$ cat src/rtl/data_mem_arbiter_if.sv
// Bus bundle between the data-memory arbiter, its two requesters (CPU path, debug/loader)
// and the single-ported data memory.
interface data_mem_arbiter_if #(
    parameter int ADDR_W = 11,
    parameter int DATA_W = 8
);
    logic              cpu_req;
    logic              cpu_we;
    logic [ADDR_W-1:0] cpu_addr;
    logic [DATA_W-1:0] cpu_wdata;
    logic              cpu_gnt;
    logic              cpu_rvalid;
    logic [DATA_W-1:0] cpu_rdata;

    logic              dbg_req;
    logic              dbg_we;
    logic [ADDR_W-1:0] dbg_addr;
    logic [DATA_W-1:0] dbg_wdata;
    logic              dbg_gnt;
    logic              dbg_rvalid;
    logic [DATA_W-1:0] dbg_rdata;

    logic              mem_en;
    logic              mem_we;
    logic [ADDR_W-1:0] mem_addr;
    logic [DATA_W-1:0] mem_wdata;
    logic [DATA_W-1:0] mem_rdata;

    logic              busy;

    modport slave (
        input  cpu_req, cpu_we, cpu_addr, cpu_wdata,
        output cpu_gnt, cpu_rvalid, cpu_rdata,
        input  dbg_req, dbg_we, dbg_addr, dbg_wdata,
        output dbg_gnt, dbg_rvalid, dbg_rdata,
        output mem_en, mem_we, mem_addr, mem_wdata,
        input  mem_rdata,
        output busy
    );

    modport master (
        output cpu_req, cpu_we, cpu_addr, cpu_wdata,
        input  cpu_gnt, cpu_rvalid, cpu_rdata,
        output dbg_req, dbg_we, dbg_addr, dbg_wdata,
        input  dbg_gnt, dbg_rvalid, dbg_rdata,
        input  mem_en, mem_we, mem_addr, mem_wdata,
        output mem_rdata,
        input  busy
    );
endinterface

$ cat src/rtl/data_mem_arbiter.sv
// Two-requester arbiter (CPU path, debug/loader) for the single-ported data memory.
// Define DATA_MEM_ARB_CPU_PRIORITY_EN for fixed CPU priority on ties; default is round-robin.
module data_mem_arbiter #(
    parameter int ADDR_W = 11,
    parameter int DATA_W = 8
) (
    input  logic              clk,
    input  logic              rst_n,
    data_mem_arbiter_if.slave bus
);
    typedef enum logic [1:0] {
        IDLE    = 2'd0,
        ACCESS  = 2'd1,
        RD_WAIT = 2'd2
    } state_t;

    state_t            state;
    state_t            state_nxt;
    logic              take;
    logic              pick_dbg;
    logic              own_dbg;
    logic              cap_we;
    logic [ADDR_W-1:0] cap_addr;
    logic [DATA_W-1:0] cap_wdata;
    logic              cpu_rvalid_q;
    logic              dbg_rvalid_q;
    logic [DATA_W-1:0] cpu_rdata_q;
    logic [DATA_W-1:0] dbg_rdata_q;

`ifdef DATA_MEM_ARB_CPU_PRIORITY_EN
    assign pick_dbg = bus.dbg_req & ~bus.cpu_req;
`else
    // last_dbg starts at 1 so the CPU wins the first tie after reset
    logic last_dbg;

    assign pick_dbg = bus.dbg_req & (~bus.cpu_req | ~last_dbg);

    always_ff @(posedge clk or negedge rst_n) begin
        if (!rst_n) begin
            last_dbg <= 1'b1;
        end else if (take) begin
            last_dbg <= pick_dbg;
        end
    end
`endif

    always_ff @(posedge clk or negedge rst_n) begin
        if (!rst_n) begin
            state <= IDLE;
        end else begin
            state <= state_nxt;
        end
    end

    always_comb begin
        state_nxt = state;
        take      = 1'b0;
        case (state)
            IDLE: begin
                if (bus.cpu_req | bus.dbg_req) begin
                    state_nxt = ACCESS;
                    take      = 1'b1;
                end
            end
            ACCESS:  state_nxt = cap_we ? IDLE : RD_WAIT;
            RD_WAIT: state_nxt = IDLE;
            default: state_nxt = IDLE;
        endcase
    end

    // Capture stage: the winner's fields feed the memory strobes directly
    always_ff @(posedge clk or negedge rst_n) begin
        if (!rst_n) begin
            own_dbg   <= 1'b0;
            cap_we    <= 1'b0;
            cap_addr  <= '0;
            cap_wdata <= '0;
        end else if (take) begin
            own_dbg   <= pick_dbg;
            cap_we    <= pick_dbg ? bus.dbg_we    : bus.cpu_we;
            cap_addr  <= pick_dbg ? bus.dbg_addr  : bus.cpu_addr;
            cap_wdata <= pick_dbg ? bus.dbg_wdata : bus.cpu_wdata;
        end
    end

    // Read return stage: only the owner's data register is updated
    always_ff @(posedge clk or negedge rst_n) begin
        if (!rst_n) begin
            cpu_rvalid_q <= 1'b0;
            dbg_rvalid_q <= 1'b0;
            cpu_rdata_q  <= '0;
            dbg_rdata_q  <= '0;
        end else begin
            cpu_rvalid_q <= (state == RD_WAIT) && !own_dbg;
            dbg_rvalid_q <= (state == RD_WAIT) && own_dbg;
            if (state == RD_WAIT) begin
                if (own_dbg) begin
                    dbg_rdata_q <= bus.mem_rdata;
                end else begin
                    cpu_rdata_q <= bus.mem_rdata;
                end
            end
        end
    end

    assign bus.cpu_gnt    = (state == ACCESS) && !own_dbg;
    assign bus.dbg_gnt    = (state == ACCESS) && own_dbg;
    assign bus.cpu_rvalid = cpu_rvalid_q;
    assign bus.dbg_rvalid = dbg_rvalid_q;
    assign bus.cpu_rdata  = cpu_rdata_q;
    assign bus.dbg_rdata  = dbg_rdata_q;
    assign bus.mem_en     = (state == ACCESS);
    assign bus.mem_we     = (state == ACCESS) && cap_we;
    assign bus.mem_addr   = cap_addr;
    assign bus.mem_wdata  = cap_wdata;
    assign bus.busy       = (state != IDLE);
endmodule

$ cat src/flat_wrapper.sv
// flat-port wrapper written by rule: the top's interface ports become plain ports
module data_mem_arbiter_flat 
#(
    parameter int ADDR_W = 11,
    parameter int DATA_W = 8
)
  (clk, rst_n, bus_cpu_req, bus_cpu_we, bus_cpu_addr, bus_cpu_wdata, bus_cpu_gnt, bus_cpu_rvalid, bus_cpu_rdata, bus_dbg_req, bus_dbg_we, bus_dbg_addr, bus_dbg_wdata, bus_dbg_gnt, bus_dbg_rvalid, bus_dbg_rdata, bus_mem_en, bus_mem_we, bus_mem_addr, bus_mem_wdata, bus_mem_rdata, bus_busy);
  data_mem_arbiter_if #(.ADDR_W(ADDR_W), .DATA_W(DATA_W)) bus_i ();
  input  logic clk;
  input  logic rst_n;
  input wire logic [$bits(bus_i.cpu_req)-1:0] bus_cpu_req;
  input wire logic [$bits(bus_i.cpu_we)-1:0] bus_cpu_we;
  input wire logic [$bits(bus_i.cpu_addr)-1:0] bus_cpu_addr;
  input wire logic [$bits(bus_i.cpu_wdata)-1:0] bus_cpu_wdata;
  output wire logic [$bits(bus_i.cpu_gnt)-1:0] bus_cpu_gnt;
  output wire logic [$bits(bus_i.cpu_rvalid)-1:0] bus_cpu_rvalid;
  output wire logic [$bits(bus_i.cpu_rdata)-1:0] bus_cpu_rdata;
  input wire logic [$bits(bus_i.dbg_req)-1:0] bus_dbg_req;
  input wire logic [$bits(bus_i.dbg_we)-1:0] bus_dbg_we;
  input wire logic [$bits(bus_i.dbg_addr)-1:0] bus_dbg_addr;
  input wire logic [$bits(bus_i.dbg_wdata)-1:0] bus_dbg_wdata;
  output wire logic [$bits(bus_i.dbg_gnt)-1:0] bus_dbg_gnt;
  output wire logic [$bits(bus_i.dbg_rvalid)-1:0] bus_dbg_rvalid;
  output wire logic [$bits(bus_i.dbg_rdata)-1:0] bus_dbg_rdata;
  output wire logic [$bits(bus_i.mem_en)-1:0] bus_mem_en;
  output wire logic [$bits(bus_i.mem_we)-1:0] bus_mem_we;
  output wire logic [$bits(bus_i.mem_addr)-1:0] bus_mem_addr;
  output wire logic [$bits(bus_i.mem_wdata)-1:0] bus_mem_wdata;
  input wire logic [$bits(bus_i.mem_rdata)-1:0] bus_mem_rdata;
  output wire logic [$bits(bus_i.busy)-1:0] bus_busy;
  assign bus_i.cpu_req = bus_cpu_req;
  assign bus_i.cpu_we = bus_cpu_we;
  assign bus_i.cpu_addr = bus_cpu_addr;
  assign bus_i.cpu_wdata = bus_cpu_wdata;
  assign bus_cpu_gnt = bus_i.cpu_gnt;
  assign bus_cpu_rvalid = bus_i.cpu_rvalid;
  assign bus_cpu_rdata = bus_i.cpu_rdata;
  assign bus_i.dbg_req = bus_dbg_req;
  assign bus_i.dbg_we = bus_dbg_we;
  assign bus_i.dbg_addr = bus_dbg_addr;
  assign bus_i.dbg_wdata = bus_dbg_wdata;
  assign bus_dbg_gnt = bus_i.dbg_gnt;
  assign bus_dbg_rvalid = bus_i.dbg_rvalid;
  assign bus_dbg_rdata = bus_i.dbg_rdata;
  assign bus_mem_en = bus_i.mem_en;
  assign bus_mem_we = bus_i.mem_we;
  assign bus_mem_addr = bus_i.mem_addr;
  assign bus_mem_wdata = bus_i.mem_wdata;
  assign bus_i.mem_rdata = bus_mem_rdata;
  assign bus_busy = bus_i.busy;
  data_mem_arbiter #(.ADDR_W(ADDR_W), .DATA_W(DATA_W)) u_core (.clk(clk), .rst_n(rst_n), .bus(bus_i));
endmodule
$ cat config.mk
export PLATFORM = sky130hd
export DESIGN_NAME = data_mem_arbiter_flat
export DESIGN_NICKNAME = d
export VERILOG_FILES = /design/src/rtl/data_mem_arbiter_if.sv /design/src/rtl/data_mem_arbiter.sv /design/src/flat_wrapper.sv
export SDC_FILE = /design/constraint.sdc
export NUM_CORES = 1
export LEC_CHECK = 0
export BUFFER_PORTS_ARGS = -buffer_cell sky130_fd_sc_hd__buf_4
export CAP_MARGIN = 10
export CORE_UTILIZATION = 45
export CTS_BUF_LIST = sky130_fd_sc_hd__clkbuf_8
export DETAILED_ROUTE_END_ITERATION = 16
export PLACE_DENSITY = 0.86
export SLEW_MARGIN = 20
export SYNTH_ARGS = -nofsm -noshare
export SYNTH_HDL_FRONTEND = slang
export SYNTH_SLANG_ARGS = --single-unit
$ cat constraint.sdc
create_clock -name clk -period 3.6 [get_ports clk]
set_input_delay 0.72 -clock clk [delete_from_list [all_inputs] [get_ports clk]]
set_output_delay 0.72 -clock clk [all_outputs]
set_load 0.02 [all_outputs]
After elaboration in Yosys (flattened, before gate mapping)
Cells that the tools add are included.
W data, S select, Z words.

storage, ports and cells
  output and inout bits = 42
  bits in registers = 42
  input port bits = 52
  logic and storage cells = 37

operators by class
  reduce and logical (&&, ||, !) cells = 10
  bitwise gates (word level) = 6
  equality and inequality tests = 3
  mux-type cells = 8

operators by type and width
  cell                  number
  $mux W11              1
  $mux W8               1
  $logic_and A1 B1 Y1   5
  $mux W2               2
  $pmux W2 S2           1
  $reduce_and A2 Y1     2
  $mux W1               3
  $not A1 Y1            3
  $eq A2 B1 Y1 const B  1
  $eq A2 B2 Y1 const B  1
  $logic_not A2 Y1      1
  $ne A2 B1 Y1 const B  1
  $or A1 B1 Y1          2
  $reduce_bool A2 Y1    1
  $and A1 B1 Y1         1
  $logic_not A1 Y1      1

Longest topological paths before layout
  depth after elaboration = 4
  depth in mapped cells = 4
  gate-level depth less buffers = 3

Worst setup path after synthesis
OpenSTA, ideal clock, no wires.

  path type = input to register
  start = input bus_dbg_req
  end = register u_core.cap_addr[8], in the netlist u_core.bus.mem_addr[8]
  library setup time = 125 ps
  data required time = 3,475 ps
  path slack = 1,828 ps
  stages = 4
  path buffers = 1
  data arrival time = 1,648 ps
  cells stage by stage = a21bo_2 > clkbuf_8 > mux2_2 > mux2_2

on the way
  word-level cells in the longest chain between the ends = 3
  elaborated cells between the ends (all ways) = 5
  classes of those cells = 3 x mux; 2 x bitwise

RTL lines
  what                  line                    source
  from (decl)           flat_wrapper.sv:18      input wire logic [$bits(bus_i.dbg_req)-1:0] bus_dbg_req;
  $or A1 B1 Y1          data_mem_arbiter.sv:60  if (bus.cpu_req | bus.dbg_req) begin
  $mux W1               data_mem_arbiter.sv:60
  $mux W1               data_mem_arbiter.sv:58  case (state)
  to (signal assigned)  data_mem_arbiter.sv:81  cap_addr <= pick_dbg ? bus.dbg_addr : bus.cpu_addr;
  to (decl)             data_mem_arbiter.sv:23  logic [ADDR_W-1:0] cap_addr;

Parallel ways exist; a longest one is shown, timed or not.
A chain may end at the register's enable or synchronous reset.

Worst setup path in the final report
  start = register u_core.state[1]
  end = output bus_busy

on the way
  word-level cells in the longest chain between the ends = 1

RTL lines
  what                    line                     source
  from (decl)             data_mem_arbiter.sv:17   state_t state;
  from (signal assigned)  data_mem_arbiter.sv:51   state <= state_nxt;
  $reduce_bool A2 Y1      data_mem_arbiter.sv:116  assign bus.busy = (state != IDLE);
  to (decl)               flat_wrapper.sv:30       output wire logic [$bits(bus_i.busy)-1:0] bus_busy;

Every way passes these cells.

==> metrics.txt <==
arrival time worst endpoint 1.25 ns; Hold-fix buffers, CTS 0; most instantiated flip-flop cell in the synthesis netlist dfrtp_1; chain of cells forming the critical path nor2_1, inv_1, buf_4; post-detailed-route count of antenna-violating nets 0; total die area approximately 4300 um^2; maximum achievable frequency 507 MHz; number of maximum-capacitance violations 0; Initial Util 0.483; post-cts resize count 0; Setup Fix Bufs, Post-CTS 0; area of the core 3770 um^2; startpoint-to-endpoint class of the critical path reg2out; delay of the slowest cell on the worst path approximately 0.41 ns; Net count, final 267; PwrDens 908 nW/um^2; first-pass GRT wire length between 5 and 6 mm; fraction of layout cells with a size suffix above 1 0.736; clock input transition at the sequential cells of the worst setup and hold paths 0.08 ns; residual overflow from global routing 0; number of standard cells after synthesis 120; DRC violations left 0; wire length after detailed routing 3.75 mm; worst vdd ir 489 uV; Util after Layout 0.703; crit path max fanout 4; depth of the CTS H-tree 2; area share of the leading cell type in the synthesized netlist 0.564; Skew-Pair Late Insertion Delay 0.28 ns; die boundary width 65.6 um; Longest Clk Path Bufs 2; sequential fraction of the synthesis area 0.578; dominant delay contributor by cell family on the critical path flip-flops; half-perimeter wire length after placement 2.85 mm; P_leak 1.29 nW; final worst-path cycle share 0.548; Total Power Consumption 0.00241 W; Wirelength per Cell 14.2 um; count of warnings emitted by yosys 0; share of power burned in registers 0.352; type of destination of the critical path output pin; worst setup slack after placement around 1.4 ns; I/O Pins between 90 and 100; Worst slew margin 0.298; clock network power share 0.144; Setup TNS 0 ns; net switching power 0.000876 W; clock tree from TritonCTS done; worst path buffer plus inverter count 2; unrepaired setup endpoints after global routing false; floorplan row count 22; cell types with the largest area share after synthesis dfrtp_1 56%, mux2_2 35%, clkbuf_8 1.5%; Iter 0 DRT Violations 22; largest area contributor in the netlist dfrtp_1; Final Hold Fails 0; pin count of the biggest net entering global routing 43; Worst Tran Pin Value 1.05 ns; net count after synthesis around 170; fill cell instance count of the final layout 271; final-report setup violation count 0; final weighted congestion in routability-driven placement 0.719; via count of the first global-routing pass approximately 1300; number of buffers created by CTS 5; number of pins exceeding their max-slew limit in the final report 0; internal power about 0.0015 W; CTS Root Cell clkbuf_8; outcome finished, final reports clean; IO buf count 93; cell with the biggest individual delay on the critical path dfrtp_1; kind of path behind the tightest hold check in2async; area grow syn2layout 45.6%; height of the chip approximately 66 um; switching share of power 0.364; GR Util All Layers 0.185; async set-reset flop share out of synthesis 1.00; dominant cell by count in the synthesized netlist mux2_2; Setup crit start kind flip-flop; number of flops mapped to enable cells by yosys 0; initial antenna violation count 0; syn_area_per_cell 15.2 um^2; Vias 1297; cell types with the highest counts after synthesis 56 x mux2_2, 41 x dfrtp_1, 4 x inv_1; number of different library cells in the post-synthesis netlist 16; worst-case clock skew between 0.008 and 0.009 ns; final critical delay including setup and external delays 1.97 ns; data required time of the worst path between 2 and 3 ns; clock sink count 42; Syn Std Cell Area 1820 um^2; iteration count of the initial detailed-routing pass 4; via-per-instance ratio 4.91; least setup slack across all paths after layout 1.63 ns; register bit total from synthesis 42; # diodes 0; share of total power in combinational logic 0.504
[worst paths after layout]
path | to | slack, ns | startpoint | cells after the start
worst max-delay path | bus_busy | 1.63 | u_core.state[1] | 3
worst min-delay path | u_core.bus.dbg_rvalid | 0.41 | rst_n | 1
worst max register to register | u_core.bus.mem_addr[0] | 1.82 | u_core.last_dbg | 3
worst min register to register | u_core.state[1] | 0.46 | u_core.cap_we | 1
max in group asynchronous | u_core.last_dbg | 2.82 | rst_n | 1
min in group clk | u_core.state[1] | 0.46 | u_core.cap_we | 1
[metrics by stage]
step	instance area [um^2]	hold WS [ns]	instances
detailed placement	2540	0.445	256
global placement	2540	0.440	256
CTS	2650	0.425	264
finish	2650	0.407	264
floorplan	1820	0.412	120
global route	2650	0.436	264
[metal layers]
| metal | vias to the layer above | routed length (um) | GRT usage |
|---|---|---|---|
| li1 | 612 | - | - |
| met1 | 613 | 1470 | 0.216 |
| met2 | 66 | 1880 | 0.323 |
| met3 | 6 | 339 | 0.0590 |
| met4 | 0 | 59 | 0.0516 |
| met5 | - | 0 | 0 |
[sequential cells by signal, indices dropped and copies added, names as in the netlist]
name,cells
u_core.bus.mem_addr,11
u_core.bus.cpu_rdata,8
u_core.bus.dbg_rdata,8
u_core.bus.mem_wdata,8
u_core.state,2
u_core.bus.cpu_rvalid,1
u_core.bus.dbg_rvalid,1
u_core.cap_we,1
u_core.last_dbg,1
u_core.own_dbg,1
[layout by cell type, fill, tap and decap left out, drive strengths merged, types with 2 or more instances in the layout]
cell type	instances
nor2	3
mux2	56
clkbuf	5
and2	2
dfrtp	41
buf	93
inv	6
[kinds of logic (layout without fill, tap and decap cells)]
| group | after synthesis | count (layout) | synth area share |
|---|---|---|---|
| AND/OR/NAND/NOR | 8 | 8 | 0.0247 |
| flip-flops | 42 | 42 | 0.578 |
| multiplexers | 56 | 56 | 0.346 |
| buffers and inverters | 9 | 105 | 0.0316 |
| AO/OA/AOI/OAI | 5 | 5 | 0.0192 |
[final cells by class]
type | instances | area (um^2) | area share
clock buffer | 5 | 68.8 | 0.0260
timing repair buffer | 93 | 698 | 0.263
tap | 48 | 60.1 | 0.0227
clock inverter | 3 | 37.5 | 0.0142
inverter | 4 | 15.0 | 0.00566
sequential | 42 | 1050 | 0.397
multi-input combinational | 69 | 719 | 0.271
[power by group through the flow]
stage	Clock, W	Sequential [W]	Combinational [W]
global route	0.000379	0.000874	0.00129
detailed placement	0	0.000855	0.00123
CTS	0.000353	0.000847	0.00123
floorplan	0	0.00109	0.000471
finish	0.000348	0.000846	0.00121
global placement	0	0.000839	0.00120
Power figures use the tool's default switching activity.
